[src/rtl/bus_arb_pkg.sv]
// Shared types and defaults for the round-robin tristate bus arbiter.
package bus_arb_pkg;

    typedef enum logic [1:0] {
        IDLE  = 2'b00,
        GRANT = 2'b01,
        TURN  = 2'b10
    } arb_state_t;

    localparam int DEF_MAX_HOLD = 8;
    localparam int DEF_TURN_CYC = 1;
    localparam int HOLD_W       = 4;

    localparam logic [HOLD_W-1:0] HOLD_SAT = '1;

endpackage

[src/rtl/rr_pick.sv]
// Combinational round-robin picker: first set bit of req starting at ptr, wrapping.
module rr_pick #(
    parameter int NREQ = 4,
    parameter int IDW  = 2
) (
    input  logic [NREQ-1:0] req,
    input  logic [IDW-1:0]  ptr,
    output logic [NREQ-1:0] onehot,
    output logic [IDW-1:0]  idx,
    output logic            any
);

    // NOTE: combinational logic uses blocking (=) assignments and gives every
    // output a default first, so no latch is inferred on any path.
    always_comb begin
        int k;
        onehot = '0;
        idx    = '0;
        any    = 1'b0;
        k      = 0;
        for (int i = 0; i < NREQ; i++) begin
            k = int'(ptr) + i;
            if (k >= NREQ) k = k - NREQ;
            if (!any && req[k]) begin
                any       = 1'b1;
                onehot[k] = 1'b1;
                idx       = IDW'(k);
            end
        end
    end

endmodule

[src/rtl/tristate_bus_arbiter.sv]
// Round-robin owner selection for a shared tristate bus, with bounded hold
// and idle turnaround cycles so no two drivers are ever enabled together.
module tristate_bus_arbiter
    import bus_arb_pkg::*;
#(
    parameter int NREQ     = 4,
    parameter int IDW      = 2,
    parameter int MAX_HOLD = DEF_MAX_HOLD,
    parameter int TURN_CYC = DEF_TURN_CYC
) (
    input  logic              clock,
    input  logic              reset_n,
    input  logic [NREQ-1:0]   req,
    output logic [NREQ-1:0]   oe,
    output logic [IDW-1:0]    owner,
    output logic              busy,
    output logic [HOLD_W-1:0] hold_cnt
);

    localparam int TW = $clog2(TURN_CYC + 1);

    arb_state_t       state;
    logic [IDW-1:0]   ptr;
    logic [TW-1:0]    turn_cnt;

    logic [NREQ-1:0]  pick_oh;
    logic [IDW-1:0]   pick_idx;
    logic             pick_any;

    logic             others_waiting;
    logic             hold_limit;
    logic             release_bus;
    logic [IDW-1:0]   next_ptr;

    rr_pick #(
        .NREQ (NREQ),
        .IDW  (IDW)
    ) u_pick (
        .req    (req),
        .ptr    (ptr),
        .onehot (pick_oh),
        .idx    (pick_idx),
        .any    (pick_any)
    );

    // While granted, oe is exactly onehot(owner), so masking with it leaves the competitors.
    assign others_waiting = |(req & ~oe);
    assign hold_limit     = int'(hold_cnt) >= MAX_HOLD;
    assign release_bus    = !req[owner] || (hold_limit && others_waiting);
    assign next_ptr       = (owner == IDW'(NREQ - 1)) ? '0 : owner + IDW'(1);

    // NOTE: every register here is written with non-blocking (<=) assignments
    // so all state updates see the same pre-edge values.
    always_ff @(posedge clock or negedge reset_n) begin
        if (!reset_n) begin
            state    <= IDLE;
            ptr      <= '0;
            turn_cnt <= '0;
            oe       <= '0;
            owner    <= '0;
            busy     <= 1'b0;
            hold_cnt <= '0;
        end else begin
            case (state)
                IDLE: begin
                    if (pick_any) begin
                        state    <= GRANT;
                        oe       <= pick_oh;
                        owner    <= pick_idx;
                        busy     <= 1'b1;
                        hold_cnt <= HOLD_W'(1);
                    end
                end
                GRANT: begin
                    if (release_bus) begin
                        state    <= TURN;
                        oe       <= '0;
                        busy     <= 1'b0;
                        hold_cnt <= '0;
                        ptr      <= next_ptr;
                        turn_cnt <= '0;
                    end else if (hold_cnt != HOLD_SAT) begin
                        hold_cnt <= hold_cnt + HOLD_W'(1);
                    end
                end
                TURN: begin
                    if (turn_cnt == TW'(TURN_CYC - 1)) begin
                        if (pick_any) begin
                            state    <= GRANT;
                            oe       <= pick_oh;
                            owner    <= pick_idx;
                            busy     <= 1'b1;
                            hold_cnt <= HOLD_W'(1);
                        end else begin
                            state <= IDLE;
                        end
                    end else begin
                        turn_cnt <= turn_cnt + TW'(1);
                    end
                end
                default: state <= IDLE;
            endcase
        end
    end

endmodule

[config.mk]
export PLATFORM = sky130hd
export DESIGN_NAME = tristate_bus_arbiter
export DESIGN_NICKNAME = d
export VERILOG_FILES = /design/src/rtl/bus_arb_pkg.sv /design/src/rtl/rr_pick.sv /design/src/rtl/tristate_bus_arbiter.sv
export SDC_FILE = /design/constraint.sdc
export NUM_CORES = 1
export LEC_CHECK = 0
export CORE_MARGIN = 2
export CORE_UTILIZATION = 38
export CTS_CLUSTER_DIAMETER = 40
export DETAILED_ROUTE_END_ITERATION = 12
export PLACE_DENSITY = 0.56
export SLEW_MARGIN = 40
export SYNTH_ARGS = -nofsm -noshare
export SYNTH_HDL_FRONTEND = slang
export SYNTH_SLANG_ARGS = --single-unit
[constraint.sdc]
create_clock -name clock -period 6.1 [get_ports clock]
set_input_delay 0.61 -clock clock [delete_from_list [all_inputs] [get_ports clock]]
set_output_delay 0.61 -clock clock [all_outputs]
set_load 0.005 [all_outputs]
==> impl_metrics.json, run 1 <==
{
  "row_count": 19,
  "synth_edf_count": 0,
  "via_count": 961,
  "crit_type": "reg2reg",
  "path_clk_slew_ns": 0.09,
  "ir_drop_mv": 0.2900,
  "core_mm2": 0.002805,
  "timing.final.crit_share_pct": 45.63,
  "die_x_um": 58.71,
  "synth_mux_area_share_pct": 13.75,
  "clock.fmax_mhz": 359.3,
  "synth_area_mm2": 0.001137,
  "failed_checks": "DRC",
  "status": "complete, but fails checks",
  "viasPerCell": 5.932,
  "globalplace.congestion": 0.7749,
  "yosys.area.top_type_share_pct": 33.00,
  "hp-class": "in2async",
  "relSlewSlack_pct": 60.05,
  "drt_iter0_markers": 23,
  "p_leak_uw": 0.0005719,
  "power_density_mw_per_mm2": 533.3,
  "drtPass1Iterations": 8,
  "diodes": 0,
  "overflow": 0,
  "worst_pin_slew_ns": 0.5952,
  "post-route-util_pct": 47.55,
  "async_reset_ff_share_pct": 100.0,
  "dieArea_mm2": 0.003447,
  "worstSkewPairLatency_ns": 0.29,
  "synthFlopType": "dfrtp_1",
  "finalWorstSetupSlack_ns": 3.317,
  "syn_area_per_cell_um2": 9.977,
  "start_util_pct": 40.54,
  "synth.area.top_cells": "dfrtp_1 (33%), mux4_2 (9.9%), ha_1 (8.8%)",
  "yosys.area_share.simple_pct": 16.39,
  "post_cts_buffers": 0,
  "io_pins": 17,
  "ctsResizeCount": 0,
  "clockRootBuffer": "clkbuf_4",
  "crit_chain": "inv_1 > ha_1 > mux4_2 > a221o_1 > a221oi_1 > a21oi_1",
  "post_dp_cell_area_mm2": 0.001313,
  "antenna_found_initial": 0,
  "fill_cells": 276,
  "clock_path_buffers": 2,
  "synth_compound_area_share_pct": 22.66,
  "syn_inst": 114,
  "arrival_ns": 2.95,
  "synth.ff_latch_count": 15,
  "drt_wl_total_um": 2594,
  "cts_tree": "done",
  "min_period_ns": 2.783,
  "synth_nets": 128,
  "h-tree-depth": 1,
  "ant_nets": 0,
  "synth_fa_ha_area_share_pct": 8.801,
  "dpl.hpwl_um": 1973,
  "area_growth_pct": 17.27,
  "fin_skew_ns": 0.002883,
  "hold_buffers": 0,
  "hold_ws_ns": 0.2129,
  "grt_usage_pct": 17.14,
  "place.port_buffers": 16,
  "cp-start-kind": "flip-flop",
  "grt_pass1_vias": 946,
  "numCtsBuffers": 3,
  "startpoint": "ptr[0]",
  "hold_violations": 0,
  "fin_nets": 146,
  "drive_above_1_share_pct": 13.74,
  "synth-xor-area-share_pct": 0,
  "required_ns": 6.26,
  "grt_setup_unrepaired": "false",
  "setup.worst_path.end_class": "flip-flop",
  "grt_pass1_wl_um": 4409,
  "post-place-ws_ns": 3.305,
  "crit_slowest_cell": "dfrtp_1",
  "drv_cap": 0,
  "multi_input_area_um2": 700.7,
  "grt_max_degree": 18,
  "slowest_delay_ns": 0.65,
  "synth_top_family_by_area": "compound AO/OA/AOI/OAI gates",
  "route.detailed.drc": 3,
  "ys_warn_count": 0,
  "synth_largest_area_cell": "dfrtp_1",
  "synth.most_common_cell": "dfrtp_1",
  "path_max_fanout": 12,
  "wire_per_inst_um": 16.01,
  "finalSetupViolCount": 0,
  "die-height_um": 58.71,
  "fin_area_mm2": 0.001334,
  "seqCellArea_um2": 375.4,
  "synth_common_cells": "dfrtp_1 (15), a21oi_1 (12), nand2b_1 (10), inv_1 (9), ha_1 (8)",
  "ys_types": 33,
  "slew_violations": 0,
  "final.setup.tns_ns": 0,
  "cts_sinks": 15,
  "seq_area_frac_synth_pct": 33.00,
  "r2r_start": "ptr[0]"
}
[layout by cell type (no fill, tap or decap)]
master and n:
dfrtp_1 15, clkdlybuf4s50_1 15, a21oi_1 12, nand2b_1 10, inv_1 9, ha_1 8, nand2_1 6, mux4_2 5
o21ai_0 5, a221o_1 5, nand3_1 3, o31ai_1 3, nor2_1 3, or3_1 3, mux2_2 3, a221oi_1 3
clkbuf_4 3, nor2b_1 2, and2_1 2, o21ai_1 2, inv_2 1, nand4_1 1, nor2_2 1, a21o_2 1
a41oi_1 1, nor2b_4 1, a21o_1 1, o41ai_2 1, a221oi_2 1, mux2i_1 1, nor3_1 1, o21bai_1 1
clkbuf_1 1, buf_2 1
[critical path, delay by kind of cell, from the launching register on]
family | cells | cell delay [ns]
AOI/OAI and AO/OA | 3 | 0.79
DFF | 1 | 0.65
muxes | 1 | 0.62
adders and majority gates | 1 | 0.41
buffers and inverters | 1 | 0.20
[cell type report]
| type | count | share of cell area, % |
|---|---|---|
| well taps | 31 | 2.908 |
| flip-flops and latches | 15 | 28.14 |
| repair buffers | 16 | 11.63 |
| multi-input cells | 86 | 52.53 |
| clock buffers | 4 | 1.970 |
| inverters | 10 | 2.814 |
[per-stage QoR]
step | power [uW] | std cells
after floorplan | 528.4 | 114
after global placement | 652.9 | 158
after detailed placement | 657.8 | 158
after CTS | 720.0 | 162
after global routing | 785.6 | 162
final | 711.3 | 162
[flip-flops by register name (all words and copies together) (netlist names)]
name      cells
owner         2
hold_cnt      4
busy          1
state         2
ptr           2
oe            4
[power by group]
part           leakage [uW]  switching [uW]  internal, uW
Combinational      0.000373             225           227
Sequential         0.000184            55.8           144
Clock             0.0000150            33.3          25.4
[cell families after synthesis]
group,Yosys count
compound gates,36
simple gates,33
flops,15
buf+inv,13
mux,9
fa+ha+maj,8
[final timing paths]
kind | slack [ns] | endpoint | depth (start not counted)
worst max-delay path | 3.32 | oe[1] | 6
worst min-delay path | 0.21 | oe[3] | 1
worst max register to register | 3.32 | oe[1] | 6
worst min register to register | 0.53 | busy | 2
max in group asynchronous | 5.64 | owner[1] | 1
min in group clock | 0.53 | busy | 2
[per-layer routing]
layer	track usage, %	wire (um)
met3	4.176	142
met2	24.08	1202
met1	25.59	1226
met5	0	0
met4	6.169	23
Note: power is estimated with default switching activity, not from simulation.
==> run 2: changes to the inputs <==
clock period = 2.6 ns   (was 6.1 ns; I/O delays follow)
==> impl_metrics.json, run 2 (synthesis results as in run 1) <==
{
  "status": "complete, but fails checks",
  "failed_checks": "DRC",
  "power_uw": 1741,
  "timing.final.crit_share_pct": 89.06,
  "fill_cells": 282,
  "fin_nets": 151,
  "ir_drop_mv": 0.5401,
  "drtPass1Iterations": 8,
  "h-tree-depth": 1,
  "ctsResizeCount": 0,
  "final.setup.tns_ns": 0,
  "required_ns": 2.78,
  "hold_ws_ns": 0.3897,
  "globalplace.congestion": 0.7834,
  "via_count": 976,
  "die-height_um": 58.71,
  "grt_pass1_wl_um": 4491,
  "hold_buffers": 0,
  "ant_nets": 0,
  "worstSkewPairLatency_ns": 0.28,
  "area_growth_pct": 21.01,
  "fin_area_mm2": 0.001376,
  "numCtsBuffers": 3,
  "power_density_mw_per_mm2": 1265,
  "clock_path_buffers": 2,
  "antenna_found_initial": 0,
  "layout_common_cells": "clkdlybuf4s50_1 (16), dfrtp_1 (15), a21oi_1 (12)",
  "clockRootBuffer": "clkbuf_4",
  "start_util_pct": 40.54,
  "fin_skew_ns": 0.003639,
  "grt_setup_unrepaired": "false",
  "setup.worst_path.end_class": "flip-flop",
  "hold_violations": 0,
  "core_mm2": 0.002805,
  "place.port_buffers": 16,
  "layout_commonest_cell": "clkdlybuf4s50_1",
  "finalSetupViolCount": 0,
  "cts_sinks": 15,
  "final_cells": 167,
  "grt_usage_pct": 16.72,
  "drt_wl_total_um": 2567,
  "post_cts_buffers": 0,
  "io_pins": 17,
  "die_x_um": 58.71,
  "wire_per_inst_um": 15.37,
  "grt_pass1_vias": 951,
  "drive_above_1_share_pct": 16.18,
  "hp-class": "in2async",
  "path_clk_slew_ns": 0.09,
  "cp-start-kind": "flip-flop",
  "relSlewSlack_pct": 53.23,
  "clock.fmax_mhz": 431.9,
  "route.detailed.drc": 3,
  "dp.cells": 163,
  "dpl.hpwl_um": 1936,
  "row_count": 19,
  "dieArea_mm2": 0.003447,
  "diodes": 0,
  "viasPerCell": 5.844,
  "crit_type": "reg2reg",
  "grt_max_degree": 16,
  "drt_iter0_markers": 49,
  "worst_pin_slew_ns": 0.6994,
  "min_period_ns": 2.316,
  "post_dp_cell_area_mm2": 0.001350,
  "reg.largest.list": "hold_cnt (4), oe (4)",
  "slew_violations": 0,
  "p_leak_uw": 0.0005960,
  "path_max_fanout": 14,
  "cts_tree": "done",
  "overflow": 0,
  "drv_cap": 0,
  "arrival_ns": 2.49
}
-- run 2: changes by cell type in the layout (fill, tap and decap cells not counted) --
| cell | previous run | this run |
|---|---|---|
| clkdlybuf4s50_1 | 15 | 16 |
| buf_2 | 1 | 0 |
| buf_4 | 0 | 5 |
-- run 2: where the power goes --
| group | switching (uW) | total, uW | internal, uW |
|---|---|---|---|
| Sequential | 85.6 | 424 | 338 |
| Combinational | 591 | 1180 | 591 |
| Clock | 75.7 | 135 | 59.5 |
-- run 2: routing by layer --
layer	routed length, um	track usage (%)	vias to the layer above
li1	-	-	470
met1	1193	23.46	473
met5	0	0	-
met3	163	4.615	2
met4	10	0.9740	0
met2	1199	27.29	31
-- run 2: critical path, cell delays in order (launching register included) --
cell	delay (ns)
dfrtp_1	0.35
inv_1	0.09
ha_1	0.33
mux4_2	0.62
nor2_2	0.19
a21o_2	0.32
buf_4	0.19
nand2_1	0.05
o31ai_1	0.08
-- run 2: final timing paths --
check / startpoint / endpoint / slack, ns / cells after the start
worst max register to register: ptr[0] / owner[1] / 0.28 / 8
worst min register to register: busy / busy / 0.53 / 2
worst max-delay path: ptr[0] / owner[1] / 0.28 / 8
min in group clock: busy / busy / 0.53 / 2
max in group asynchronous: reset_n / state[0] / 1.77 / 1
worst min-delay path: reset_n / oe[3] / 0.39 / 1
-- run 2: area by class of cell --
type	instances	area, um2	share of cell area (%)
Sequential cell	15	375.4	27.27
Inverter	10	37.54	2.727
Tap cell	31	38.79	2.818
Clock buffer	4	26.28	1.909
Timing Repair Buffer	21	197.7	14.36
Multi-Input combinational cell	86	700.7	50.91
-- run 2: per-stage QoR --
stage / util, % / worst slack [ns]
final: 49.06 / 0.2844
after global routing: 49.06 / 0.1529
after CTS: 49.06 / 0.2902
after detailed placement: 48.13 / 0.2382
after global placement: 48.13 / 0.2455
after floorplan: - / 0.2783
==> run 3: changes to the inputs <==
SYNTH_HIERARCHICAL = 1   (was default)
==> impl_metrics.json, run 3 <==
{
  "status": "finished, final reports clean",
  "reg.largest.list": "hold_cnt (4), oe (4)",
  "grt_pass1_vias": 1101,
  "drtPass1Iterations": 4,
  "synth.area.top_cells": "dfrtp_1 (29%), ha_1 (11%), nand2_1 (5.2%)",
  "path_clk_slew_ns": 0.10,
  "worstSkewPairLatency_ns": 0.29,
  "crit_slowest_cell": "dfrtp_1",
  "antenna_found_initial": 0,
  "syn_inst": 134,
  "crit_type": "reg2reg",
  "final.setup.tns_ns": 0,
  "start_util_pct": 39.15,
  "numCtsBuffers": 3,
  "drive_above_1_share_pct": 16.98,
  "layout_common_cells": "nand2_1 (18), clkdlybuf4s50_1 (15), dfrtp_1 (14)",
  "ir_drop_mv": 0.5886,
  "synthFlopType": "dfrtp_1",
  "via_count": 1098,
  "row_count": 21,
  "ys_warn_count": 6,
  "ant_nets": 0,
  "clockRootBuffer": "clkbuf_4",
  "die-height_um": 62.41,
  "clock_path_buffers": 2,
  "finalSetupViolCount": 0,
  "globalplace.congestion": 0.9350,
  "post_dp_cell_area_mm2": 0.001558,
  "slowest_delay_ns": 0.46,
  "fin_area_mm2": 0.001592,
  "dpl.hpwl_um": 2327,
  "clock.fmax_mhz": 418.3,
  "worst_pin_slew_ns": 0.4440,
  "overflow": 0,
  "drv_cap": 0,
  "drt_wl_total_um": 3003,
  "synth_common_cells": "nand2_1 (18), dfrtp_1 (15), ha_1 (11), o21ai_0 (10), nand2b_1 (9)",
  "grt_pass1_wl_um": 5382,
  "relSlewSlack_pct": 69.55,
  "layout_commonest_cell": "nand2_1",
  "synth.most_common_cell": "nand2_1",
  "synth_area_mm2": 0.001296,
  "min_period_ns": 2.390,
  "route.detailed.drc": 0,
  "h-tree-depth": 1,
  "arrival_ns": 2.58,
  "crit_chain": "inv_1 > ha_4 > mux4_2 > nor3_2 > nand2b_1 > nand2b_1 > o21ai_1 > or3_1 > a31o_1",
  "post-route-util_pct": 48.07,
  "synth_nets": 151,
  "area_growth_pct": 22.78,
  "path_common_cell": "nand2b_1",
  "synth_edf_count": 0,
  "setup.worst_path.end_class": "flip-flop",
  "syn_area_per_cell_um2": 9.673,
  "seq_area_frac_synth_pct": 28.96,
  "power_density_mw_per_mm2": 1180,
  "grt_max_degree": 16,
  "seqCellArea_um2": 376.6,
  "multi_input_area_um2": 867.1,
  "p_leak_uw": 0.0006785,
  "io_pins": 17,
  "fin_nets": 177,
  "hp-class": "in2async",
  "grt_usage_pct": 17.05,
  "async_reset_ff_share_pct": 100.0,
  "cp-start-kind": "flip-flop",
  "fin_skew_ns": 0.002915,
  "required_ns": 2.78,
  "dieArea_mm2": 0.003894,
  "cts_sinks": 15,
  "grt_setup_unrepaired": "false",
  "core_mm2": 0.003311,
  "diodes": 0,
  "wire_per_inst_um": 14.65,
  "hold_violations": 0,
  "ys_types": 43,
  "post_cts_buffers": 0,
  "slew_violations": 0,
  "fill_cells": 329,
  "viasPerCell": 5.356,
  "yosys.area.top_type_share_pct": 28.96,
  "synth.ff_latch_count": 15,
  "path_max_fanout": 6,
  "cts_tree": "done",
  "die_x_um": 62.41,
  "place.port_buffers": 16,
  "power_uw": 1878,
  "drt_iter0_markers": 66,
  "timing.final.crit_share_pct": 91.94,
  "synth_largest_area_cell": "dfrtp_1"
}
==> run 3: cell count changes in the layout (fill, tap and decap cells not counted), sizes merged, moves of 4 or more <==
cell and change:
buf +6, o21ai +4, nand2 +12, a21oi -12, inv -4, a22oi +8
a221o -5
==> run 3: final timing paths <==
path                       cells after the start  slack [ns]     endpoint    start
setup / recovery                               9        0.21  hold_cnt[3]   ptr[0]
max in group asynchronous                      2        1.92       ptr[1]  reset_n
setup reg to reg                               9        0.21  hold_cnt[3]   ptr[0]
hold / removal                                 2        0.40     state[1]  reset_n
hold reg to reg                                2        0.52         busy     busy
min in group clock                             2        0.52         busy     busy
==> run 3: repair_timing <==
action,in CTS,in global routing
hold buffers,0,1
setup endpoints to repair,0,3
gates resized for setup,0,1
hold endpoints to repair,0,15
==> run 3: through the flow <==
stage | cells | hold slack [ns] | worst slack, ns
2_1_floorplan | 134 | -0.03559 | 0.01653
3_3_place_gp | 200 | 0.4856 | 0.1484
3_5_place_dp | 200 | 0.4993 | 0.1094
4_1_cts | 204 | 0.4100 | 0.1438
5_1_grt | 205 | 0.4353 | 0.004813
6_report | 205 | 0.4014 | 0.2095
==> run 3: cells by family (layout without fill, tap and decap cells) <==
logic type	after synthesis	count (layout)	share of synthesized area, %
AOI/OAI and AO/OA	32	32	17.67
xor gates and xnor gates	1	1	0.6758
adders and majority gates	11	11	10.62
muxes	13	13	15.54
DFF	15	15	28.96
and+or+nand+nor	50	50	21.04
buffers and inverters	12	37	5.502
==> run 3: where the power goes <==
group / total, uW / switching (uW) / internal [uW]
logic: 1290 / 626 / 665
clock network: 137 / 80.3 / 57.1
registers: 450 / 124 / 326
==> run 3: cell type report <==
type                    count  share of cell area (%)
clock buffers               3                   1.415
clock inverters             1                  0.3145
inverters                   6                   1.415
multi-input cells         107                   54.48
flip-flops and latches     15                   23.66
well taps                  46                   3.616
repair buffers             27                   15.09
==> run 3: critical path, delay by kind of cell, from the launching register on <==
family,cells,cell delay (ns)
simple gates,4,0.77
buf+inv,1,0.16
compound gates,2,0.27
mux,1,0.32
flops,1,0.46
fa+ha+maj,1,0.32
==> run 3: per-layer routing <==
metal	vias to the layer above	routed length (um)	global-route usage, %
li1	539	-	-
met4	0	29	5.000
met3	4	58	1.261
met5	-	0	0
met1	542	1469	23.30
met2	13	1446	29.03
